### src/rtl/bram_arbiter_pkg.sv
// bram_arbiter_pkg: shared types and helpers for the BRAM round-robin arbiter.
package bram_arbiter_pkg;

    typedef enum logic {IDLE = 1'b0, BUSY = 1'b1} state_t;

    localparam int MAX_PORTS = 4;

    // Width of a port index; never less than one bit.
    function automatic int port_idx_w(input int num_ports);
        return (num_ports > 1) ? $clog2(num_ports) : 1;
    endfunction

endpackage

### src/rtl/bram_arbiter_rr_pick.sv
// rr_pick: combinational next-grant search over the eligible mask.
// BRAM_ARBITER_FIXED_PRIORITY_EN defined: search always starts at port 0.
// Undefined (default): search starts at last+1 and wraps.
module rr_pick
    import bram_arbiter_pkg::*;
#(
    parameter int NUM_PORTS = 2,
    parameter int IW        = 1
) (
    input  logic [NUM_PORTS-1:0] eligible_i,
    input  logic [IW-1:0]        last_i,
    output logic [IW-1:0]        grant_o,
    output logic                 valid_o
);

`ifdef BRAM_ARBITER_FIXED_PRIORITY_EN
    logic unused_last;
    assign unused_last = ^last_i;
`endif

    // First eligible port in search order wins.
    always_comb begin
        int idx;
        idx     = 0;
        grant_o = '0;
        valid_o = 1'b0;
        for (int k = 0; k < NUM_PORTS; k++) begin
`ifdef BRAM_ARBITER_FIXED_PRIORITY_EN
            idx = k;
`else
            idx = (int'(last_i) + 1 + k) % NUM_PORTS;
`endif
            if (!valid_o && eligible_i[idx[IW-1:0]]) begin
                valid_o = 1'b1;
                grant_o = IW'(idx);
            end
        end
    end

endmodule

### src/rtl/bram_arbiter.sv
// bram_arbiter: shares one single-port BRAM between NUM_PORTS requesters,
// one outstanding transaction at a time, gated by the memory's initialized flag.
// Optional BRAM_ARBITER_FIXED_PRIORITY_EN switches round-robin to fixed priority.
module bram_arbiter
    import bram_arbiter_pkg::*;
#(
    parameter int WIDTH     = 32,
    parameter int NUM_PORTS = 2
) (
    input  logic                       i_clock,
    input  logic                       i_reset,
    input  logic                       i_initialized,
    input  logic [NUM_PORTS-1:0]       i_request,
    input  logic [NUM_PORTS-1:0]       i_rw,
    input  logic [NUM_PORTS*32-1:0]    i_address,
    input  logic [NUM_PORTS*WIDTH-1:0] i_wdata,
    output logic [WIDTH-1:0]           o_rdata,
    output logic [NUM_PORTS-1:0]       o_ready,
    output logic                       o_mem_request,
    output logic                       o_mem_rw,
    output logic [31:0]                o_mem_address,
    output logic [WIDTH-1:0]           o_mem_wdata,
    input  logic [WIDTH-1:0]           i_mem_rdata,
    input  logic                       i_mem_ready
);

    localparam int IW = port_idx_w(NUM_PORTS);

    state_t               state_q, state_d;
    logic [IW-1:0]        grant_q, grant_d;
    logic [IW-1:0]        last_q, last_d;
    logic [NUM_PORTS-1:0] served_q, served_d;

    logic [IW-1:0]        pick;
    logic                 pick_vld;

    // A served port stays ineligible until it has dropped its request once.
    rr_pick #(.NUM_PORTS(NUM_PORTS), .IW(IW)) u_pick (
        .eligible_i (i_request & ~served_q),
        .last_i     (last_q),
        .grant_o    (pick),
        .valid_o    (pick_vld)
    );

    // Next-state: grant in IDLE once initialized, retire on memory ready.
    always_comb begin
        state_d  = state_q;
        grant_d  = grant_q;
        last_d   = last_q;
        served_d = served_q & i_request;
        case (state_q)
            IDLE: begin
                if (i_initialized && pick_vld) begin
                    grant_d = pick;
                    state_d = BUSY;
                end
            end
            BUSY: begin
                if (i_mem_ready) begin
                    served_d[grant_q] = 1'b1;
                    last_d            = grant_q;
                    state_d           = IDLE;
                end
            end
            default: state_d = IDLE;
        endcase
    end

    // State registers; last resets to the top port so port 0 is searched first.
    always_ff @(posedge i_clock) begin
        if (i_reset) begin
            state_q  <= IDLE;
            grant_q  <= '0;
            last_q   <= IW'(NUM_PORTS - 1);
            served_q <= '0;
        end else begin
            state_q  <= state_d;
            grant_q  <= grant_d;
            last_q   <= last_d;
            served_q <= served_d;
        end
    end

    // Memory-side mux and ready pass-through, all quiet outside BUSY.
    always_comb begin
        o_mem_request = 1'b0;
        o_mem_rw      = 1'b0;
        o_mem_address = '0;
        o_mem_wdata   = '0;
        o_ready       = '0;
        o_rdata       = '0;
        if (state_q == BUSY) begin
            o_mem_request    = 1'b1;
            o_mem_rw         = i_rw[grant_q];
            o_mem_address    = i_address[grant_q*32 +: 32];
            o_mem_wdata      = i_wdata[grant_q*WIDTH +: WIDTH];
            o_ready[grant_q] = i_mem_ready;
            o_rdata          = i_mem_rdata;
        end
    end

endmodule
### config.mk
export PLATFORM = sky130hd
export DESIGN_NAME = bram_arbiter
export DESIGN_NICKNAME = d
export VERILOG_FILES = /design/src/rtl/bram_arbiter_pkg.sv /design/src/rtl/bram_arbiter_rr_pick.sv /design/src/rtl/bram_arbiter.sv
export SDC_FILE = /design/constraint.sdc
export NUM_CORES = 1
export LEC_CHECK = 0
export BUFFER_PORTS_ARGS = -buffer_cell sky130_fd_sc_hd__buf_2
export CORE_AREA = 2 2 105 107
export CTS_CLUSTER_SIZE = 8
export DETAILED_ROUTE_END_ITERATION = 10
export DIE_AREA = 0 0 107 109
export PLACE_DENSITY = 0.58
export SETUP_SLACK_MARGIN = 0.3
export SYNTH_ARGS = -nofsm -noshare
export SYNTH_HDL_FRONTEND = slang
export SYNTH_SLANG_ARGS = --single-unit
### constraint.sdc
create_clock -name i_clock -period 1.45 [get_ports i_clock]
set_input_delay 0.0725 -clock i_clock [delete_from_list [all_inputs] [get_ports i_clock]]
set_output_delay 0.0725 -clock i_clock [all_outputs]
set_load 0.05 [all_outputs]
==> Implementation_results.wiki <==
{| class="wikitable"
! Metric !! Value
|-
| Root buffer selected by CTS || sky130_fd_sc_hd__clkbuf_8
|-
| Min Clock Period, post-route || 1.55 ns
|-
| Via total after detailed routing || 2613
|-
| Count of unique library cells instantiated by Yosys || 18
|-
| Most common library cells after synthesis || sky130_fd_sc_hd__nor2b_1, sky130_fd_sc_hd__mux2i_1, sky130_fd_sc_hd__and2_1
|-
| CP Class || flip-flop to primary output
|-
| Cell area after synthesis || approximately 0.0016 sq mm
|-
| Area of the placeable core || between 0.01 and 0.015 sq mm
|-
| Count of buffers inserted at the top-level ports || 267
|-
| Final worst-path setup slack || -0.102 ns
|-
| Chip Height || 109 microns
|-
| Number of DRC violations after detailed routing || 0
|-
| Clock latency at the later pin of the worst-skew pair || 0.22 ns
|-
| Post-CTS Hold Buffers || 0
|-
| Arrival time of data at the critical path endpoint || 1.48 ns
|-
| Vias in the first global route || 2543
|-
| Clock group share of total power || 0.106
|-
| Total power consumption of the routed design || between 2 and 2.5 mW
|-
| IR Drop Worst-Case VDD || 423 uV
|-
| Fin nets || 654
|-
| Total congestion overflow after global routing || 0
|-
| Maximum level of the CTS H-tree || 1
|-
| Number of buffers created by CTS || 3
|-
| Layout area overhead || 206%
|-
| Initial antenna violation count || 0
|-
| Detailed-routing iteration count for the pre-antenna-repair pass || 4
|-
| Critical path capture point type || primary output
|-
| Via count normalized by instance count || 4.18
|-
| Dpl hpwl || 5920 microns
|-
| Top cells by area, synth || sky130_fd_sc_hd__mux2i_1, sky130_fd_sc_hd__nor2b_1, sky130_fd_sc_hd__and2_1, sky130_fd_sc_hd__dfxtp_1, sky130_fd_sc_hd__buf_4
|-
| Setup Viol. Count Final || 60
|-
| Yosys warns || 0
|-
| Final worst-path cycle share || 1.07
|-
| Number of enable-type register cells in the synthesized netlist || 0
|-
| Type of origin of the critical path || flip-flop
|-
| DR WL/cell || around 15 microns
|-
| Maximum number of buffers from clock root to sink || 2
|-
| Worst clock skew || 0.00237 ns
|-
| Clock transition at path regs || 0.04 ns
|-
| FF+latch count, synth || 5
|-
| Hold crit path type || input pin to flip-flop
|-
| Leakage power total || 2.29 nW
|-
| Unrepaired setup endpoints after global routing || yes
|-
| Die area || 0.0117 sq mm
|-
| NetSw || 1.11 mW
|-
| Maximum number of pins on one net before global-route repair || 39
|-
| Flip-flop cell with the highest count after synthesis || sky130_fd_sc_hd__dfxtp_1
|-
| Highest achievable clock rate || 644 MHz
|-
| Post-synthesis net count || roughly 370
|-
| Layout fillers || 955
|-
| FFs w/ async S/R, synth || 0
|-
| Number of diodes || 0
|-
| Clock tree sinks || 5
|-
| Final weighted congestion of routability-driven global placement || 0.864
|-
| Die X || 107 microns
|-
| Ratio of cells with drive above 1 in the final layout || 0.940
|-
| Final design utilization || 0.459
|-
| Max Cap Viol || 0
|-
| Final Max Tran Viols || 0
|-
| Worst slew margin relative to its limit || 0.821
|-
| CTS tree || built
|-
| Area fraction of the dominant cell type after synthesis || 0.409
|-
| Effective utilization at floorplan || 0.150
|-
| Avg Inst Size Synth || ~7.8 sq um
|-
| Part of the power in combinational logic || 0.827
|-
| Count of final hold-check violations || 0
|-
| Violated checks || setup timing
|-
| Overall routing resource usage || 0.138
|-
| Max FO, Critical Path || 19
|-
| DRT iter0 DRCs || between 80 and 90
|-
| Biggest area consumer among synthesized cells || sky130_fd_sc_hd__mux2i_1
|-
| Overall routed net length || about 9600 microns
|-
| Internal || 1.28 mW
|-
| Syn Inst Count || ~200
|-
| Global-route wire length before repair || 12800 microns
|-
| Required time at the endpoint of the critical path || around 1.4 ns
|-
| Antenna-violating nets left || 0
|-
| Sequential share of the synthesized area || 0.0629
|-
| Slew at the pin with the worst max-slew slack || roughly 0.26 ns
|-
| Areal power density over the cells || between 400 and 500 mW/mm^2
|-
| Sequential share of power || 0.066
|-
| Fraction of power spent switching nets || 0.465
|-
| I/O pin count || about 270
|-
| Outcome || finished with violations
|-
| # rows || 38
|-
| Most frequent cell after synthesis || sky130_fd_sc_hd__nor2b_1
|}
## worst max-delay path, cell delays in order (launching register included)
cell and delay [ns]:
sky130_fd_sc_hd__dfxtp_4 0.43, sky130_fd_sc_hd__buf_16 0.22, sky130_fd_sc_hd__mux2i_2 0.31, sky130_fd_sc_hd__nor2b_4 0.06, sky130_fd_sc_hd__buf_2 0.21
## kinds of logic after synthesis
group / synth area share
AOI/OAI and AO/OA: 0.0244
buffers and inverters: 0.0716
DFF: 0.0629
muxes: 0.409
and+or+nand+nor: 0.432
## sequential cells by signal, summed over array words and instances (netlist names)
signal    count
last_q        1
served_q      2
grant_q       1
state_q       1
## metrics by stage
step                      TNS, ns  setup WS [ns]  instance area (sq um)  hold slack [ns]  std cells
after floorplan                 0          0.247                   2120            0.132        205
after global placement          0          0.163                   3580            0.301        598
after detailed placement        0          0.131                   3580            0.308        598
after CTS                   -4.78        -0.0955                   4580           0.0816        620
after global routing        -7.02         -0.147                   4870           0.0952        625
final                       -4.32         -0.102                   4870           0.0825        625
## final cells by class
cell class | count | area, sq um | share of cell area
Timing Repair Buffer | 295 | 2310 | 0.474
Clock buffer | 4 | 45.0 | 0.00926
Tap cell | 140 | 175 | 0.0360
Multi-Input combinational cell | 181 | 2230 | 0.458
Sequential cell | 5 | 108 | 0.0221
## power by group through the flow
stage	registers [mW]	clock network, mW	logic, mW
floorplan	0.157	0	1.04
global placement	0.161	0	1.40
detailed placement	0.162	0	1.42
CTS	0.155	0.263	1.84
global route	0.159	0.273	2.06
finish	0.159	0.254	1.98
## cells in the final DEF, fill, tap and decap left out
cell                          n
sky130_fd_sc_hd__a211o_1      1
sky130_fd_sc_hd__a21bo_1      1
sky130_fd_sc_hd__a21oi_2      2
sky130_fd_sc_hd__and2_4      32
sky130_fd_sc_hd__and3_4       1
sky130_fd_sc_hd__buf_12       9
sky130_fd_sc_hd__buf_16      10
sky130_fd_sc_hd__buf_2      226
sky130_fd_sc_hd__buf_6       13
sky130_fd_sc_hd__buf_8       35
sky130_fd_sc_hd__clkbuf_1     1
sky130_fd_sc_hd__clkbuf_16    2
sky130_fd_sc_hd__clkbuf_8     3
sky130_fd_sc_hd__dfxtp_1      3
sky130_fd_sc_hd__dfxtp_4      2
sky130_fd_sc_hd__mux2i_1     13
sky130_fd_sc_hd__mux2i_2     41
sky130_fd_sc_hd__mux2i_4     11
sky130_fd_sc_hd__nand2_1      1
sky130_fd_sc_hd__nand2_4      1
sky130_fd_sc_hd__nand2b_1     1
sky130_fd_sc_hd__nand3b_1     1
sky130_fd_sc_hd__nand4b_1     1
sky130_fd_sc_hd__nor2_1       1
sky130_fd_sc_hd__nor2_2       1
sky130_fd_sc_hd__nor2b_1      4
sky130_fd_sc_hd__nor2b_2      7
sky130_fd_sc_hd__nor2b_4     59
sky130_fd_sc_hd__o21ai_0      1
sky130_fd_sc_hd__o21ai_2      1
## final timing paths
kind	start	endpoint	slack, ns	cells past startpoint
max	grant_q	o_mem_wdata[7]	-0.10	4
max reg2reg	state_q	grant_q	0.26	6
min	i_reset	state_q	0.08	2
min reg2reg	last_q	last_q	0.50	1
## what timing repair did
item | CTS | global route
resized for setup | 196 | 43
cloned | 8 | 2
endpoints found under the setup margin | 100 | 102
pin swaps | 3 | 5
endpoints found under the hold margin | 0 | 0
buffers inserted | 10 | 3
## routing by layer
| metal | vias to the layer above | global-route usage | wire length [microns] |
|---|---|---|---|
| met5 | - | 0 | 0 |
| met4 | 0 | 0.0343 | 188 |
| met3 | 21 | 0.0263 | 785 |
| met2 | 159 | 0.271 | 5110 |
| met1 | 1190 | 0.151 | 3530 |
| li1 | 1243 | - | - |
No activity file was read; power rests on OpenSTA's default activity.
